## src/rtl/dmem_responder_if.sv

```systemverilog
// Request/response bus between the MEM-stage requester and the data-memory responder.
// Requests use valid/ready: a transfer occurs on a rising edge where req_valid and req_ready are both 1; the response is a single-cycle resp_valid strobe with no backpressure.
interface dmem_responder_if;
  logic        req_valid;
  logic        req_write;
  logic [6:0]  req_addr;
  logic [31:0] req_wdata;
  logic        req_ready;
  logic        resp_valid;
  logic [31:0] resp_rdata;
  logic        resp_err;

  modport master (
    output req_valid, req_write, req_addr, req_wdata,
    input  req_ready, resp_valid, resp_rdata, resp_err
  );

  modport slave (
    input  req_valid, req_write, req_addr, req_wdata,
    output req_ready, resp_valid, resp_rdata, resp_err
  );
endinterface

```

## src/rtl/dmem_responder.sv

```systemverilog
// Multi-cycle data-memory target: accepts one load/store, waits LATENCY cycles, then
// returns a one-cycle response with read data or an alignment/range error.
module dmem_responder #(
  parameter int DEPTH_WORDS = 32,
  parameter int LATENCY     = 2
) (
  input  logic                  clk,
  input  logic                  rst,
  dmem_responder_if.slave       bus,
  output logic [31:0]           mem1,
  output logic [31:0]           mem2,
  output logic [1:0]            state_dbg
);

  typedef enum logic [1:0] {
    S_IDLE = 2'd0,
    S_WAIT = 2'd1,
    S_RESP = 2'd2
  } state_t;

  localparam logic [2:0] LAT_M1 = 3'(LATENCY - 1);

  state_t      state;
  logic [2:0]  cnt;
  logic        lat_write;
  logic [6:0]  lat_addr;
  logic [31:0] lat_wdata;
  logic [31:0] mem [DEPTH_WORDS];

  logic [4:0]  idx;
  logic        bad_access;

  assign idx        = lat_addr[6:2];
  assign bad_access = (lat_addr[1:0] != 2'b00) || (32'(idx) >= DEPTH_WORDS);

  // Ready depends only on the state register, never on the request inputs.
  assign bus.req_ready = (state == S_IDLE);
  assign state_dbg     = state;
  assign mem1          = mem[0];
  assign mem2          = mem[1];

  always_ff @(posedge clk or posedge rst) begin
    if (rst) begin
      state          <= S_IDLE;
      cnt            <= 3'd0;
      lat_write      <= 1'b0;
      lat_addr       <= 7'd0;
      lat_wdata      <= 32'd0;
      bus.resp_valid <= 1'b0;
      bus.resp_rdata <= 32'd0;
      bus.resp_err   <= 1'b0;
      for (int i = 0; i < DEPTH_WORDS; i++) begin
        mem[i] <= 32'd0;
      end
    end else begin
      case (state)
        S_IDLE: begin
          if (bus.req_valid) begin
            lat_write <= bus.req_write;
            lat_addr  <= bus.req_addr;
            lat_wdata <= bus.req_wdata;
            cnt       <= LAT_M1;
            state     <= S_WAIT;
          end
        end
        S_WAIT: begin
          if (cnt == 3'd0) begin
            state          <= S_RESP;
            bus.resp_valid <= 1'b1;
            // The array is touched only on the edge that enters RESP.
            if (bad_access) begin
              bus.resp_err   <= 1'b1;
              bus.resp_rdata <= 32'd0;
            end else if (lat_write) begin
              mem[idx]       <= lat_wdata;
              bus.resp_err   <= 1'b0;
              bus.resp_rdata <= 32'd0;
            end else begin
              bus.resp_err   <= 1'b0;
              bus.resp_rdata <= mem[idx];
            end
          end else begin
            cnt <= cnt - 3'd1;
          end
        end
        S_RESP: begin
          state          <= S_IDLE;
          bus.resp_valid <= 1'b0;
        end
        default: begin
          state          <= S_IDLE;
          bus.resp_valid <= 1'b0;
        end
      endcase
    end
  end

endmodule

```

## src/flat_wrapper.sv

```systemverilog
// flat-port wrapper written by rule: the top's interface ports become plain ports
module dmem_responder_flat 
#(
  parameter int DEPTH_WORDS = 32,
  parameter int LATENCY     = 2
)
  (clk, rst, mem1, mem2, state_dbg, bus_req_valid, bus_req_write, bus_req_addr, bus_req_wdata, bus_req_ready, bus_resp_valid, bus_resp_rdata, bus_resp_err);
  dmem_responder_if bus_i ();
  input  logic clk;
  input  logic rst;
  output logic [31:0] mem1;
  output logic [31:0] mem2;
  output logic [1:0] state_dbg;
  input wire logic [$bits(bus_i.req_valid)-1:0] bus_req_valid;
  input wire logic [$bits(bus_i.req_write)-1:0] bus_req_write;
  input wire logic [$bits(bus_i.req_addr)-1:0] bus_req_addr;
  input wire logic [$bits(bus_i.req_wdata)-1:0] bus_req_wdata;
  output wire logic [$bits(bus_i.req_ready)-1:0] bus_req_ready;
  output wire logic [$bits(bus_i.resp_valid)-1:0] bus_resp_valid;
  output wire logic [$bits(bus_i.resp_rdata)-1:0] bus_resp_rdata;
  output wire logic [$bits(bus_i.resp_err)-1:0] bus_resp_err;
  assign bus_i.req_valid = bus_req_valid;
  assign bus_i.req_write = bus_req_write;
  assign bus_i.req_addr = bus_req_addr;
  assign bus_i.req_wdata = bus_req_wdata;
  assign bus_req_ready = bus_i.req_ready;
  assign bus_resp_valid = bus_i.resp_valid;
  assign bus_resp_rdata = bus_i.resp_rdata;
  assign bus_resp_err = bus_i.resp_err;
  dmem_responder #(.DEPTH_WORDS(DEPTH_WORDS), .LATENCY(LATENCY)) u_core (.clk(clk), .rst(rst), .bus(bus_i), .mem1(mem1), .mem2(mem2), .state_dbg(state_dbg));
endmodule
```

## config.mk

```make
export PLATFORM = sky130hd
export DESIGN_NAME = dmem_responder_flat
export DESIGN_NICKNAME = d
export VERILOG_FILES = /design/src/rtl/dmem_responder_if.sv /design/src/rtl/dmem_responder.sv /design/src/flat_wrapper.sv
export SDC_FILE = /design/constraint.sdc
export NUM_CORES = 2
export LEC_CHECK = 0
export CELL_PAD_IN_SITES_DETAIL_PLACEMENT = 0
export CELL_PAD_IN_SITES_GLOBAL_PLACEMENT = 2
export CORE_MARGIN = 4
export CORE_UTILIZATION = 48
export DETAILED_ROUTE_END_ITERATION = 6
export PLACE_DENSITY_LB_ADDON = 0.1
export REMOVE_ABC_BUFFERS = 1
export SYNTH_ARGS = -nofsm -noshare
export SYNTH_HDL_FRONTEND = slang
export SYNTH_SLANG_ARGS = --single-unit
```

## constraint.sdc

```tcl
create_clock -name clk -period 70.5 [get_ports clk]
set_input_delay 14.1 -clock clk [delete_from_list [all_inputs] [get_ports clk]]
set_output_delay 14.1 -clock clk [all_outputs]
set_load 0.02 [all_outputs]
```

# Word level (Yosys, flattened, before mapping)
# Cells that the tools add are included.
# totals
register_bits	1103
in_bits	43
output_inout_bits	101
elab_cells	78
# classes
n_addsub	1
magnitude_cmp	2
n_eq_ne	4
muxes	17
bitwise	3
reduce_logical	11
# op_table
operator	count
bitwise mux 1024 bit	1
binary-select mux 32 bit (select 5 bit)	1
demux 32 bit (select 5 bit)	1
2-to-1 mux 32 bit	5
AND reduction 2 bit	4
greater-or-equal comparator 6 bit, second input constant	1
less-than comparator 6 x 1 -> 1 bit, second input constant	1
2-to-1 mux 3 bit	2
inverter 5 -> 6 bit	1
one-hot mux 3 bit (2 select lines)	1
2-to-1 mux 2 bit	2
inequality test 2 bit, second input constant	2
one-hot mux 2 bit (2 select lines)	1
AND reduction 4 bit	1
nonzero test 2 bit	2
zero test 3 bit	1
AND reduction 3 bit	1
subtractor 3 x 1 -> 3 bit, second input constant	1
== test 2 x 1 -> 1 bit, second input constant	1
zero test 2 bit	1
2-to-1 mux 1 bit	2
inequality test 2 x 1 -> 1 bit, second input constant	1
inverter 1 bit	2
one-hot mux 1 bit (2 select lines)	1
logical AND 1 bit	1

# Depth between registers and ports, before layout
# depth
depth_word	6
depth_mapped	10
mapped_depth_nobuf	8

# Worst setup path before layout
# No wires, ideal clock.
# synth_path
kind	in2reg
startpoint	input bus_req_valid
endpoint	register u_core.lat_addr[6]
setup_time_ns	0.125
arrival_ns	15.038
required_time_ns	70.375
path_slack_ns	55.337
path_stages	4
n_path_buf	2
cell_sequence	and2_1 > clkbuf_1 > clkbuf_1 > mux2_2
# synth_between
elab_chain_cells	1
# synth_lines
element	line_no	source
from (decl)	flat_wrapper.sv:14	input wire logic [$bits(bus_i.req_valid)-1:0] bus_req_valid;
AND reduction 2 bit (no source line)	--	
to (signal assigned)	dmem_responder.sv:60	lat_addr <= bus.req_addr;
to (decl)	dmem_responder.sv:26	logic [6:0] lat_addr;
# No other way between the ends.
# A chain may end at the register's enable or synchronous reset.

==> results.md <==
- Internal power comes to 0.00128 W.
- Counting along the longest clock path gives a buffer depth of 3.
- The number of cells on the worst reg-to-reg path is 8.
- Measured along the x axis, the die boundary spans 329 um.
- The number of port buffers is 143.
- The post-route antenna net violation count is 0.
- Counting flops with a built-in enable in the synthesized netlist gives 0.
- The most frequent standard cell in the layout excluding fill and tap cells is dfrtp_1.
- The total net switching power is 0.000620 W.
- The worst-case clock skew is 0.0140 ns.
- The count of final hold-check violations was 0.
- The count of different cell masters after synthesis is 37.
- The Yosys step of the flow raised 0 warnings.
- STA puts the critical path data arrival time at 19.66 ns.
- The post-synthesis register bit count is 1103.
- The share of total power in the clock network is 0.332.
- The end of the worst register-to-register path is u_core.bus.resp_rdata[23].
- The endpoint class of the critical path is an async pin.
- Entering global routing, the biggest net connects 198 pins.
- The worst pin sits at a relative slew slack of -0.0194.
- The capture point of the worst path is u_core.mem[875].
- Summed over all cells, the static leakage comes to 27.6 nW.
- In this run the clock root is driven by a clkbuf_16.
- The flip-flop cell with the highest count after synthesis is dfrtp_1.
- The number of rows created at floorplan is 117.
- The power density over cell area is 34.0 nW/um^2.
- The clock tree from TritonCTS is built.
- The first-pass GRT wire length is 206000 um.
- The fraction of the yosys area taken by sequential cells is 0.556.
- The setup slack of the most critical reg-to-reg path is 65.37 ns.
- Yosys attributes the largest share of cell area to dfrtp_1 (56%), mux2_2 (22%), mux2i_1 (10%).
- The startpoint of the worst hold path is u_core.mem[122].
- The total of endpoints with negative setup slack in the final report is 0.
- The fraction of layout cells with a size suffix above 1 is 0.359.
- The area added between synthesis and finish is 12.7%.
- The cell area after synthesis is 49600 sq um.
- Fill cells in the final layout number 8383.
- The placeable core region is 102000 sq um.
- The switching portion of total power is 0.326.
- After the first detailed-routing iteration, the DRC count stood at 1854.
- Setup repair after global routing left no endpoint under its margin.
- The footprint of the multi-input gates is 20400 sq um.
- At the worst endpoint, the required time is 71.15 ns.
- Prior to clock tree synthesis, the placed netlist has a worst setup slack of 50.51 ns.
- The detailed-route wire length per cell is 27.8 um.
- In this run the mean area of a mapped cell was 14.0 sq um.
- The worst min-delay path category is reg2reg.
- The number of sinks driven by the clock tree is 1103.
- Across the VDD grid, the largest voltage drop is 0.0306 mV.
- The sequential cells in the finished layout cover a total of 27600 sq um.
- The routability-driven placement congestion ratio is 0.765.
- During I/O placement, the number of pins put on the boundary was 144.
- The post-synthesis async set-or-reset flop share is 1.00.
- The half-perimeter wire length after detailed placement is 79400 um.
- The level count of the clock H-tree is 3.
- The peak fanout along the critical path is 133.
- The share of the synthesized area in the top cell type is 0.556.
- The final sum of negative setup slack is 0 ns.
- The die covers 109000 sq um.
- The leftover overflow at the end of global routing is 0.
- The number of buffers added for setup after CTS is 0.
- The fmax is 0.0526 GHz.
- The startpoint identified for the worst register-to-register timing path is u_core.lat_addr[3].
- After detailed routing, the number of remaining DRC violations is 0.
- The share of the clock period used by the worst path after layout is 0.270.
- The max-capacitance violation count is 1.
- The routed wire length is 138000 um.
- The count of final max-slew check failures came to 2.
- The clock-pin slew reported for the worst setup and hold paths after clock tree synthesis is 0.06 ns.
- After detailed routing, the number of vias per cell comes to 6.01.
- The sequential fraction of design power is 0.454.
- The via count of the first global-routing pass is 31900.
- Once the clock tree was built, the resizer swapped 0 gates to a different size.
- The flow ran to the end, but the final reports show violations.
- In this run, post-CTS hold repair placed 0 buffers.
- The worst setup path startpoint is rst.
- The post-synthesis cell type with the largest combined area is dfrtp_1.
- In the global route stage, overall resource usage came out at 0.254.
- STA classifies the critical path startpoint as an input port.
- The post-synthesis instance total is 3556.
- Once routing completed, OpenROAD measured the worst setup slack at 51.49 ns.
- At the pin with the least slew margin, the transition time is 1.52 ns.
- The number of antenna violations at the first check in global routing is 3.
- The fraction of the core area covered by cells at the end of the flow is 0.547.
- Leaving out fill and tap cells, the most frequent cells in the layout are dfrtp_1 (1102), mux2_2 (973), mux2i_1 (513).
- The total number of vias is 29900.
- The checks that failed: capacitance limit, slew limit.
- The post-route total power is 0.00190 W.
- The initial utilization of the core area, before any placement, comes to 0.485.
- At the end of the flow, the number of nets in the layout was 3553.
- The pre-antenna-repair detailed-routing pass consisted of 5 iterations.
- The number of clock buffers inserted by TritonCTS is 118.
- The share of total power in combinational logic is 0.214.
- The smallest clock period supported by the final layout is computed as 19.01 ns.
- The later pin in the worst-skew pair is clocked with a latency of 0.69 ns.
- By startpoint and endpoint, the worst setup path is classified as in2async.
- The floorplan step set the die height to 329 um.
[sequential cells by signal, indices dropped and copies added (netlist names)]
signal                 cells
u_core.bus.resp_err        1
u_core.bus.resp_rdata     32
u_core.bus.resp_valid      1
u_core.cnt                 3
u_core.lat_addr            7
u_core.lat_wdata          32
u_core.lat_write           1
u_core.mem               960
u_core.mem1               32
u_core.mem2               32
u_core.state_dbg           2
[area by class of cell]
cell class | count | area share
clock buffer | 189 | 0.0663
sequential | 1103 | 0.494
multi-input combinational | 2049 | 0.365
tap | 1368 | 0.0306
inverter | 8 | 0.000672
clock inverter | 24 | 0.00577
antenna | 3 | 0.000134
timing repair buffer | 228 | 0.0379
[power groups by stage]
stage / Combinational [W] / Sequential (W) / Clock, W
4_1_cts: 0.000409 / 0.000862 / 0.000647
3_5_place_dp: 0.000408 / 0.000873 / 0
2_1_floorplan: 0.000461 / 0.000873 / 0
3_3_place_gp: 0.000397 / 0.000860 / 0
6_report: 0.000406 / 0.000864 / 0.000632
5_1_grt: 0.000431 / 0.000879 / 0.000672
[per-stage QoR]
step | hold slack, ns | area [sq um] | instances
finish | 0.489 | 55900 | 4972
global route | 0.509 | 55900 | 4969
CTS | 0.488 | 55900 | 4969
detailed placement | 0.475 | 51900 | 4756
global placement | 0.467 | 51900 | 4756
floorplan | 0.457 | 47800 | 3160
[cells in the mapped netlist (3+ instances only)]
cell and number:
o21ai_0 4, nor3_2 5, inv_1 8, nor2_1 16
nor4_1 65, mux2_1 91, nand4b_1 6, buf_1 22
o22ai_1 256, mux2i_1 513, nand4bb_1 6, nand3_1 6
or3_1 3, buf_2 102, nand2_1 46, clkbuf_1 208
or4b_2 3, buf_4 64, a22o_1 34, dfrtp_1 1103
mux2_2 973, nor2b_1 3
[worst min path at each step]
stage | endpoint | cells past startpoint | slack (ns)
global placement | u_core.mem[395] | 1 | 0.47
detailed placement | u_core.mem[397] | 1 | 0.47
floorplan | u_core.mem[214] | 1 | 0.46
global route | u_core.mem[622] | 1 | 0.51
CTS | u_core.mem[397] | 1 | 0.49
finish | u_core.mem[122] | 1 | 0.49
[worst max-delay path: stages]
cell and delay [ns]:
clkdlybuf4s50_1 0.49, inv_8 0.66, buf_4 0.70, buf_4 0.86, buf_4 0.75, buf_4 0.91
buf_4 0.93
[per-layer routing]
metal,vias to the layer above,global-route usage,part of all wire
met5,-,0,0
met4,0,0.0754,0.029
met3,231,0.0423,0.052
met2,696,0.414,0.48
met1,16100,0.352,0.44
li1,12800,-,-
[kinds of logic after synthesis]
kind of cell	synth area share
muxes	0.345
DFF	0.556
buffers and inverters	0.0380
AOI/OAI and AO/OA	0.0391
and+or+nand+nor	0.0210
adders and majority gates	0.000504
(Power assumes the default switching activity.)
